===== src/rtl/iob_dma_mc_pkg.sv =====
// Shared types and constants for the multi-channel DMA transfer controller.
// The optional interrupt output is enabled with IOB_DMA_MC_IRQ_EN.
package iob_dma_mc_pkg;

    typedef enum logic [1:0] {
        ST_IDLE  = 2'd0,
        ST_ARB   = 2'd1,
        ST_ISSUE = 2'd2,
        ST_WAIT  = 2'd3
    } mc_state_e;

    localparam logic DIR_MEM2S = 1'b0;
    localparam logic DIR_S2MEM = 1'b1;

    // Channel index width, never narrower than one bit
    function automatic int unsigned chan_idx_w(input int unsigned n);
        return (n <= 2) ? 1 : $clog2(n);
    endfunction

    localparam int unsigned N_CHAN_DFLT = 4;
    localparam int unsigned CHAN_IDX_W  = chan_idx_w(N_CHAN_DFLT);

endpackage


===== src/rtl/iob_dma_rr_arb.sv =====
// Combinational round-robin arbiter: grants the first requester at or after
// the pointer, wrapping around the request vector.
module iob_dma_rr_arb
    import iob_dma_mc_pkg::*;
#(
    parameter int unsigned  N  = 4,
    localparam int unsigned IW = chan_idx_w(N)
) (
    input  logic [N-1:0]  req,
    input  logic [IW-1:0] ptr,
    output logic [N-1:0]  gnt,
    output logic [IW-1:0] gnt_idx
);

    logic          found;
    logic [IW-1:0] idx;

    always_comb begin
        gnt     = '0;
        gnt_idx = '0;
        found   = 1'b0;
        idx     = '0;
        for (int unsigned i = 0; i < N; i++) begin
            idx = IW'((32'(ptr) + i) % N);
            if (!found && req[idx]) begin
                found    = 1'b1;
                gnt[idx] = 1'b1;
                gnt_idx  = idx;
            end
        end
    end

endmodule


===== src/rtl/iob_dma_mc_ctrl.sv =====
// Multi-channel DMA transfer controller: splits per-channel requests into
// segments and issues them round-robin to one shared engine. Optional
// interrupt output compiled in with IOB_DMA_MC_IRQ_EN.
module iob_dma_mc_ctrl
    import iob_dma_mc_pkg::*;
#(
    parameter int unsigned  N_CHAN = 4,
    parameter int unsigned  ADDR_W = 32,
    parameter int unsigned  DATA_W = 32,
    parameter int unsigned  LEN_W  = 24,
    parameter int unsigned  SEG_W  = 8,
    localparam int unsigned CIW    = chan_idx_w(N_CHAN)
) (
    input  logic              clk_i,
    input  logic              cke_i,
    input  logic              arst_i,
    input  logic              cfg_wen_i,
    input  logic [CIW-1:0]    cfg_chan_i,
    input  logic [ADDR_W-1:0] cfg_addr_i,
    input  logic [LEN_W-1:0]  cfg_len_i,
    input  logic              cfg_dir_i,
    output logic              cfg_err_o,
    output logic [N_CHAN-1:0] chan_busy_o,
    output logic [N_CHAN-1:0] chan_done_o,
    input  logic [N_CHAN-1:0] done_clr_i,
    output logic [ADDR_W-1:0] seg_addr_o,
    output logic [SEG_W-1:0]  seg_len_o,
    output logic              seg_dir_o,
    output logic              seg_valid_o,
    input  logic              seg_ready_i,
    input  logic              seg_done_i,
`ifdef IOB_DMA_MC_IRQ_EN
    input  logic [N_CHAN-1:0] irq_mask_i,
    output logic              irq_o,
`endif
    output logic [CIW-1:0]    sel_o
);

    localparam int unsigned      STRIDE  = DATA_W / 8;
    localparam logic [SEG_W-1:0] SEG_MAX = '1;

    mc_state_e state_q, state_d;

    logic [ADDR_W-1:0] addr_q [N_CHAN];
    logic [LEN_W-1:0]  rem_q  [N_CHAN];
    logic [N_CHAN-1:0] dir_q;
    logic [N_CHAN-1:0] busy_q, busy_d;
    logic [N_CHAN-1:0] done_q, done_d;
    logic              cfg_err_q, cfg_err_d;
    logic [CIW-1:0]    ptr_q;
    logic [CIW-1:0]    sel_q;
    logic [ADDR_W-1:0] seg_addr_q;
    logic [SEG_W-1:0]  seg_len_q;
    logic              seg_dir_q;
    logic              seg_valid_q;

    logic              cfg_in_range;
    logic              cfg_load;
    logic              arb_load;
    logic              seg_fin;
    logic [LEN_W-1:0]  rem_after;

    logic [N_CHAN-1:0] arb_gnt;
    logic [CIW-1:0]    arb_idx;
    logic [ADDR_W-1:0] arb_addr;
    logic [LEN_W-1:0]  arb_rem;
    logic              arb_dir;
    logic [SEG_W-1:0]  arb_seg;

    iob_dma_rr_arb #(
        .N (N_CHAN)
    ) u_arb (
        .req     (busy_q),
        .ptr     (ptr_q),
        .gnt     (arb_gnt),
        .gnt_idx (arb_idx)
    );

    // One-hot mux of the granted channel's context
    always_comb begin
        arb_addr = '0;
        arb_rem  = '0;
        arb_dir  = 1'b0;
        for (int unsigned i = 0; i < N_CHAN; i++) begin
            if (arb_gnt[i]) begin
                arb_addr = arb_addr | addr_q[i];
                arb_rem  = arb_rem | rem_q[i];
                arb_dir  = arb_dir | dir_q[i];
            end
        end
    end

    assign arb_seg      = (arb_rem > LEN_W'(SEG_MAX)) ? SEG_MAX : SEG_W'(arb_rem);
    assign cfg_in_range = (32'(cfg_chan_i) < N_CHAN);
    assign seg_fin      = (state_q == ST_WAIT) && seg_done_i;
    assign rem_after    = rem_q[sel_q] - LEN_W'(seg_len_q);

    // Channel bookkeeping; busy is sampled pre-update so a write racing a completion is rejected
    always_comb begin
        busy_d    = busy_q;
        done_d    = done_q & ~done_clr_i;
        cfg_err_d = 1'b0;
        cfg_load  = 1'b0;
        if (seg_fin && (rem_after == '0)) begin
            busy_d[sel_q] = 1'b0;
            done_d[sel_q] = 1'b1;
        end
        if (cfg_wen_i) begin
            if (!cfg_in_range || busy_q[cfg_chan_i]) begin
                cfg_err_d = 1'b1;
            end else if (cfg_len_i == '0) begin
                done_d[cfg_chan_i] = 1'b1;
            end else begin
                busy_d[cfg_chan_i] = 1'b1;
                cfg_load           = 1'b1;
            end
        end
    end

    always_comb begin
        state_d  = state_q;
        arb_load = 1'b0;
        case (state_q)
            ST_IDLE:  if (|busy_q) state_d = ST_ARB;
            ST_ARB: begin
                arb_load = 1'b1;
                state_d  = ST_ISSUE;
            end
            ST_ISSUE: if (seg_ready_i) state_d = ST_WAIT;
            ST_WAIT:  if (seg_done_i) state_d = (|busy_d) ? ST_ARB : ST_IDLE;
            default:  state_d = ST_IDLE;
        endcase
    end

    always_ff @(posedge clk_i or posedge arst_i) begin
        if (arst_i) begin
            state_q <= ST_IDLE;
        end else if (cke_i) begin
            state_q <= state_d;
        end
    end

    always_ff @(posedge clk_i or posedge arst_i) begin
        if (arst_i) begin
            for (int unsigned i = 0; i < N_CHAN; i++) begin
                addr_q[i] <= '0;
                rem_q[i]  <= '0;
            end
            dir_q       <= {N_CHAN{DIR_MEM2S}};
            busy_q      <= '0;
            done_q      <= '0;
            cfg_err_q   <= 1'b0;
            ptr_q       <= '0;
            sel_q       <= '0;
            seg_addr_q  <= '0;
            seg_len_q   <= '0;
            seg_dir_q   <= DIR_MEM2S;
            seg_valid_q <= 1'b0;
        end else if (cke_i) begin
            busy_q      <= busy_d;
            done_q      <= done_d;
            cfg_err_q   <= cfg_err_d;
            seg_valid_q <= (state_d == ST_ISSUE);
            if (arb_load) begin
                sel_q      <= arb_idx;
                seg_addr_q <= arb_addr;
                seg_len_q  <= arb_seg;
                seg_dir_q  <= arb_dir;
            end
            // Address advance wraps modulo 2**ADDR_W by construction
            if (seg_fin) begin
                rem_q[sel_q]  <= rem_after;
                addr_q[sel_q] <= addr_q[sel_q] + ADDR_W'(seg_len_q) * ADDR_W'(STRIDE);
                ptr_q         <= (32'(sel_q) == N_CHAN - 1) ? '0 : sel_q + CIW'(1);
            end
            if (cfg_load) begin
                addr_q[cfg_chan_i] <= cfg_addr_i;
                rem_q[cfg_chan_i]  <= cfg_len_i;
                dir_q[cfg_chan_i]  <= cfg_dir_i;
            end
        end
    end

`ifdef IOB_DMA_MC_IRQ_EN
    logic irq_q;

    always_ff @(posedge clk_i or posedge arst_i) begin
        if (arst_i) begin
            irq_q <= 1'b0;
        end else if (cke_i) begin
            irq_q <= |(done_q & irq_mask_i);
        end
    end

    assign irq_o = irq_q;
`endif

    assign cfg_err_o   = cfg_err_q;
    assign chan_busy_o = busy_q;
    assign chan_done_o = done_q;
    assign seg_addr_o  = seg_addr_q;
    assign seg_len_o   = seg_len_q;
    assign seg_dir_o   = seg_dir_q;
    assign seg_valid_o = seg_valid_q;
    assign sel_o       = sel_q;

endmodule


===== config.mk =====
export PLATFORM = sky130hd
export DESIGN_NAME = iob_dma_mc_ctrl
export DESIGN_NICKNAME = d
export VERILOG_FILES = /design/src/rtl/iob_dma_mc_pkg.sv /design/src/rtl/iob_dma_rr_arb.sv /design/src/rtl/iob_dma_mc_ctrl.sv
export SDC_FILE = /design/constraint.sdc
export NUM_CORES = 1
export LEC_CHECK = 0
export CAP_MARGIN = 20
export CORE_MARGIN = 4
export CORE_UTILIZATION = 54
export DETAILED_ROUTE_END_ITERATION = 10
export PLACE_DENSITY_LB_ADDON = 0.08
export SLEW_MARGIN = 20
export SYNTH_ARGS = -nofsm -noshare
export SYNTH_HDL_FRONTEND = slang
export SYNTH_HIERARCHICAL = 1
export SYNTH_SLANG_ARGS = --single-unit

===== constraint.sdc =====
create_clock -name clk_i -period 8.1 [get_ports clk_i]
set_input_delay 0.81 -clock clk_i [delete_from_list [all_inputs] [get_ports clk_i]]
set_output_delay 0.81 -clock clk_i [all_outputs]
set_load 0.005 [all_outputs]

======== Word level (Yosys, flattened, before mapping) ========
Index checks and enable logic that the tools add are counted.
word-level totals
  flip-flop bits (word level) ............. 285
  input port bits ......................... 69
  output and inout port bits .............. 53
cells by class
  add/sub/neg operators ................... 6
  magnitude comparators ................... 17
  equality and inequality tests ........... 5
  muxes and demuxes ....................... 91
  bitwise operators ....................... 21
  reductions and logical operators ........ 24
operators with widths
  operator                                                                           number
  128-bit 2-to-1 mux                                                                 3
  96-bit 2-to-1 mux                                                                  3
  128-bit bitwise mux                                                                2
  32-bit 2-to-1 mux                                                                  8
  96-bit bitwise mux                                                                 2
  24-bit 2-to-1 mux                                                                  8
  32-bit demux with 2-bit select                                                     2
  24-bit demux with 2-bit select                                                     2
  32-bit bitwise OR                                                                  3
  24-bit bitwise OR                                                                  3
  32-bit binary-select mux with 2-bit select                                         1
  24-bit binary-select mux with 2-bit select                                         1
  24-bit zero test                                                                   2
  4-bit 2-to-1 mux                                                                   12
  32-bit by 10-bit adder with 32-bit output                                          1
  1-bit 2-to-1 mux                                                                   25
  24-bit by 8-bit greater-than comparator with 1-bit output (second input constant)  1
  4-bit bitwise OR                                                                   6
  24-bit by 8-bit subtractor with 24-bit output                                      1
  2-bit by 3-bit less-than comparator with 1-bit output (second input constant)      6
  2-bit 2-to-1 mux                                                                   8
  1-bit logical AND                                                                  13
  1-bit demux with 2-bit select                                                      6
  2-bit by 1-bit >= comparator with 1-bit output (second input constant)             6
  18 further kinds                                                                   39

======== Logic depth before layout (Yosys ltp) ========
  depth in word-level cells ............... 21
  depth in mapped cells ................... 20

======== Modules after synthesis ========
Netlist, hierarchy kept.
modules (own cells, without submodules)
  module           instances  cells an instance  area each (µm²)  sequential area each (µm²)
  iob_dma_mc_ctrl  1          1,682              15,959.1         7,131.8
  iob_dma_rr_arb   1          46                 419.2            0.0

======== Worst setup path after synthesis ========
No wires, ideal clock.
  kind .................................... register to register
  from .................................... register sel_q[0] (netlist: sel_o[0])
  to ...................................... register state_q[0]
  arrival time ............................ 6.848 ns
  path slack .............................. 1.116 ns
  stages on the path, launching flop included .. 21
  buffers on the path ..................... 8
  clock period less this slack ............ 6.984 ns
  cells stage by stage .................... dfrtp_1 -> buf_6 -> buf_8 -> buf_2 -> buf_2 -> buf_2 -> buf_1 -> clkbuf_1 -> mux4_2 -> ha_1 -> clkbuf_1 -> a21o_1 -> a311o_1 -> a311o_1 -> or3_1 -> xnor2_1 -> or4_1 -> or3_1 -> o41a_1 -> a2111oi_2 -> o32ai_1
between the ends
  word-level cells in the longest chain between the ends .. 16
  elaborated cells between the ends (all ways) .. 23
  classes of those cells .................. add/sub: 1; order compare: 2; mux: 12; bitwise: 4; reduce/logical: 4
ends and longest elaborated chain
  item                                                  line                    text
  start, declared                                       iob_dma_mc_ctrl.sv:51   logic [CIW-1:0] sel_q;
  start signal, assigned                                iob_dma_mc_ctrl.sv:165  sel_q <= arb_idx;
  2-bit NOT with 3-bit output (not written as such)     iob_dma_mc_ctrl.sv:96   assign rem_after = rem_q[sel_q] - LEN_W'(seg_len_q);
  24-bit binary-select mux with 2-bit select            iob_dma_mc_ctrl.sv:96
  24-bit 2-to-1 mux (not written as such) (2 in a row)  iob_dma_mc_ctrl.sv:96
  24-bit by 8-bit subtractor with 24-bit output         iob_dma_mc_ctrl.sv:96
  24-bit zero test                                      iob_dma_mc_ctrl.sv:104  if (seg_fin && (rem_after == '0)) begin
  1-bit logical AND                                     iob_dma_mc_ctrl.sv:104
  4-bit 2-to-1 mux *                                    iob_dma_mc_ctrl.sv:104
  4-bit bitwise OR (no line)                            n/a
  4-bit 2-to-1 mux                                      iob_dma_mc_ctrl.sv:111  end else if (cfg_len_i == '0) begin
  4-bit 2-to-1 mux                                      iob_dma_mc_ctrl.sv:109  if (!cfg_in_range || busy_q[cfg_chan_i]) begin
  4-bit 2-to-1 mux *                                    iob_dma_mc_ctrl.sv:108  if (cfg_wen_i) begin
  4-bit OR reduction *                                  iob_dma_mc_ctrl.sv:130  ST_WAIT: if (seg_done_i) state_d = (|busy_d) ? ST_ARB : ST_IDLE;
  1-bit 2-to-1 mux *                                    iob_dma_mc_ctrl.sv:130
  2-bit 2-to-1 mux *                                    iob_dma_mc_ctrl.sv:130
  2-bit case mux with 4 select lines *                  iob_dma_mc_ctrl.sv:123  case (state_q)
  end signal, assigned                                  iob_dma_mc_ctrl.sv:139  state_q <= state_d;
  end, declared                                         iob_dma_mc_ctrl.sv:42   mc_state_e state_q, state_d;
Mark *: on every way between the ends. The rest lies on a longest branch, timed or not. The select of a mux whose other input is x is not followed.
A chain may end at the register's enable or synchronous reset.

======== Final worst setup path ========
Ends and elaborated chain as after synthesis.

==> impl_metrics.tcl <==
set metrics [dict create \
    status "complete, no violations" \
    die_area_mm2 0.0332 \
    cp_max_fo 38 \
    min-delay-start "chan_done_o[1]$_DFFE_PP0P_" \
    ir_drop_mv 0.261 \
    overflow 0 \
    holdPathStages 1 \
    route.met2.wl_mm 26.7 \
    postCtsSetupBuffers 0 \
    powerDensity_mw_per_mm2 482 \
    grt_pass1_wl_mm 89.3 \
    synth_edf_count 0 \
    clock_latency_ns 0.52 \
    synth_cells 1728 \
    synth.avg_cell_area_um2 9.48 \
    clock_path_buffers 3 \
    drv_slew 0 \
    drv_cap 0 \
    drc_errors 0 \
    crit_chain "mux4_2 > inv_1 > ha_1 > fa_1 > nand2b_1 > a211oi_1 > a31oi_1 > xor2_1 > or4b_1 > or4_1 > or3_1 > o41a_1 > a2111oi_2 > o32ai_1" \
    netlist_area_mm2 0.0164 \
    clk_pin_slew_worst_paths_ns 0.06 \
    fmax_mhz 176 \
    hold_buffers 0 \
    synth_seq_area_share 0.435 \
    grt_pass1_vias 15300 \
    antenna_found_initial 0 \
    avgRoutedWirePerCell_um 26.3 \
    cp-end-kind "flip-flop" \
    met3_length_mm 5.91 \
    viasPerCell 7.11 \
    reg2reg_from "sel_o[0]$_DFFE_PP0P_" \
    slew_headroom 0.290 \
    fin_crit_sh 0.702 \
    ys_top_cells_by_area "dfrtp_1, mux4_2, a22oi_1" \
    power.leakage_uw 0.00724 \
    async_flop_share 1.00 \
    clock_skew_ns 0.0176 \
    yosys.area.top_type "dfrtp_1" \
    hp-class "flip-flop to flip-flop" \
    synth_top_cell_area_share 0.435 \
    io_pins 122 \
    tightest_slew_ns 1.06 \
    cts_made_buffers 34 \
    dr.pass1.iters 6 \
    grtUsageTotal 0.339 \
    start_util 0.550 \
    hold_viol 0 \
    cts_root_buf "clkbuf_16" \
    synth_fp_nets 1824 \
    cts_resized 0 \
    portBuffers 121 \
    yosysWarnings 6 \
    slowest_delay_ns 0.94 \
    crit_type "flip-flop to flip-flop" \
    num_rows 63 \
    fin_tns_setup_ns 0 \
    vias 15600 \
    crit_path_start_kind "flip-flop" \
    core_area_mm2 0.0298 \
    drive_gt1_frac 0.0966 \
    m1WireLength_mm 22.6 \
    cp.arrival_ns 6.07 \
    cp.required_ns 8.48 \
    grt_max_degree 149 \
    ys_ff_latch 285 \
    place.gp.congestion 0.936 \
    h-tree-depth 2 \
    hpwl_mm 34.1 \
    area_delta_synth_final_pct 15.9 \
    ff2ff_path_depth 14 \
    dieHeight_um 182 \
    top_layer "met4" \
    setup_viol 0 \
    drt_first_iter_violations 1760 \
    worstReg2RegEnd "state_q[0]$_DFFE_PP0P_" \
    antenna_cells 0 \
    period_needed_ns 5.69 \
    dieWidth_um 182 \
    routed_wl_mm 57.6 \
    cts_sinks 285 \
    ant_nets 0 \
    total_power_uw 9140 \
    hold_end "chan_done_o[1]$_DFFE_PP0P_" \
    r2r_slack_ns 2.41 \
    synth.distinct_cells 72 \
    rsz0062_at_grt "false" \
    slowest_stage "dfrtp_4" \
    mostFrequentLayoutCells "dfrtp_1, nor2_1, a21oi_1" \
    final_nets 1873 \
    ys.flop_type "dfrtp_1" \
    final_common_cell "dfrtp_1" \
    tritoncts "done" \
]
## cells in the mapped netlist (5+ instances only)
cell type  instances
nand2_1          125
mux4_1             9
o22ai_1          112
buf_2              5
o21ai_0          111
nor2_1           211
a21oi_1          162
clkbuf_1         125
buf_1              7
mux4_2            52
mux2_2             7
a22oi_1          110
ha_1              25
or4_1              6
nand2b_1           5
and2_1             7
o2bb2ai_1          5
xnor2_1           26
nor3_1            10
nand3b_1           6
a31oi_1           42
o21a_1             8
nor4_1            30
nand4_1           11
o31ai_1            5
or3_1             16
inv_1             31
o221ai_1          18
a21o_1             6
nor3b_1            8
nor2b_1            6
a32oi_1           40
dfrtp_1          285
xor2_1            16
and3_1             9
o21ai_1            7
nand3_1           10
## per-layer routing
layer,up-vias,global-route usage
li1,6671,-
met5,-,0
met3,198,0.0566
met4,0,0.139
met2,1081,0.538
met1,7632,0.468
## registers in the layout (all words and copies together), names as in the netlist
signal       count
seg_len_o        8
seg_dir_o        1
seg_valid_o      1
sel_o            2
seg_addr_o      32
cfg_err_o        1
rem_q           96
ptr_q            2
state_q          2
dir_q            4
chan_busy_o      4
chan_done_o      4
addr_q         128
## worst max-delay path: cells and delay by family (launching register included)
family,cells,cell delay (ns)
AOI/OAI and AO/OA,5,1.71
xor gates and xnor gates,1,0.24
adders and majority gates,2,0.67
buffers and inverters,1,0.05
DFF,1,0.94
muxes,1,0.35
and+or+nand+nor,4,1.58
## power breakdown
| group | internal (µW) | switching (µW) |
|---|---|---|
| Clock | 890 | 611 |
| Sequential | 2100 | 685 |
| Combinational | 2030 | 2820 |
## cell type report
class | count | area, µm²
Multi-Input combinational cell | 1270 | 8680
Timing Repair Buffer | 153 | 1470
Sequential cell | 285 | 7140
Clock inverter | 9 | 76.3
Clock buffer | 51 | 1010
Tap cell | 390 | 488
Fill cell | 2489 | 10800
Inverter | 33 | 128
## stage by stage
stage | hold slack (ns) | cells | setup slack [ns] | utilization | area (µm²)
floorplan | 0.464 | 1728 | 1.12 | - | 16400
global placement | 0.464 | 2131 | 2.64 | 0.601 | 17900
detailed placement | 0.472 | 2131 | 2.51 | 0.601 | 17900
CTS | 0.486 | 2191 | 2.48 | 0.637 | 19000
global route | 0.510 | 2191 | 2.12 | 0.637 | 19000
finish | 0.480 | 2191 | 2.41 | 0.637 | 19000
## cells by family (layout without fill, tap and decap cells)
family | count (synthesis) | count (layout) | synth area share
simple gates | 477 | 477 | 0.134
mux | 70 | 70 | 0.0920
flops | 285 | 285 | 0.435
xor+xnor | 42 | 42 | 0.0225
buf+inv | 173 | 246 | 0.0416
fa+ha+maj | 27 | 27 | 0.0215
compound gates | 654 | 654 | 0.253
## worst max-delay path by stage
stage          slack (ns)                 start  cells past startpoint                      to
6_report             2.41  sel_o[0]$_DFFE_PP0P_                     14  state_q[0]$_DFFE_PP0P_
3_5_place_dp         2.51  sel_o[0]$_DFFE_PP0P_                     14  state_q[0]$_DFFE_PP0P_
3_3_place_gp         2.64  sel_o[0]$_DFFE_PP0P_                     12  state_q[0]$_DFFE_PP0P_
4_1_cts              2.48  sel_o[0]$_DFFE_PP0P_                     12  state_q[0]$_DFFE_PP0P_
2_1_floorplan        1.12  sel_o[0]$_DFFE_PP0P_                     20  state_q[0]$_DFFE_PP0P_
5_1_grt              2.12  sel_o[0]$_DFFE_PP0P_                     14  state_q[0]$_DFFE_PP0P_
(Power assumes the default switching activity.)
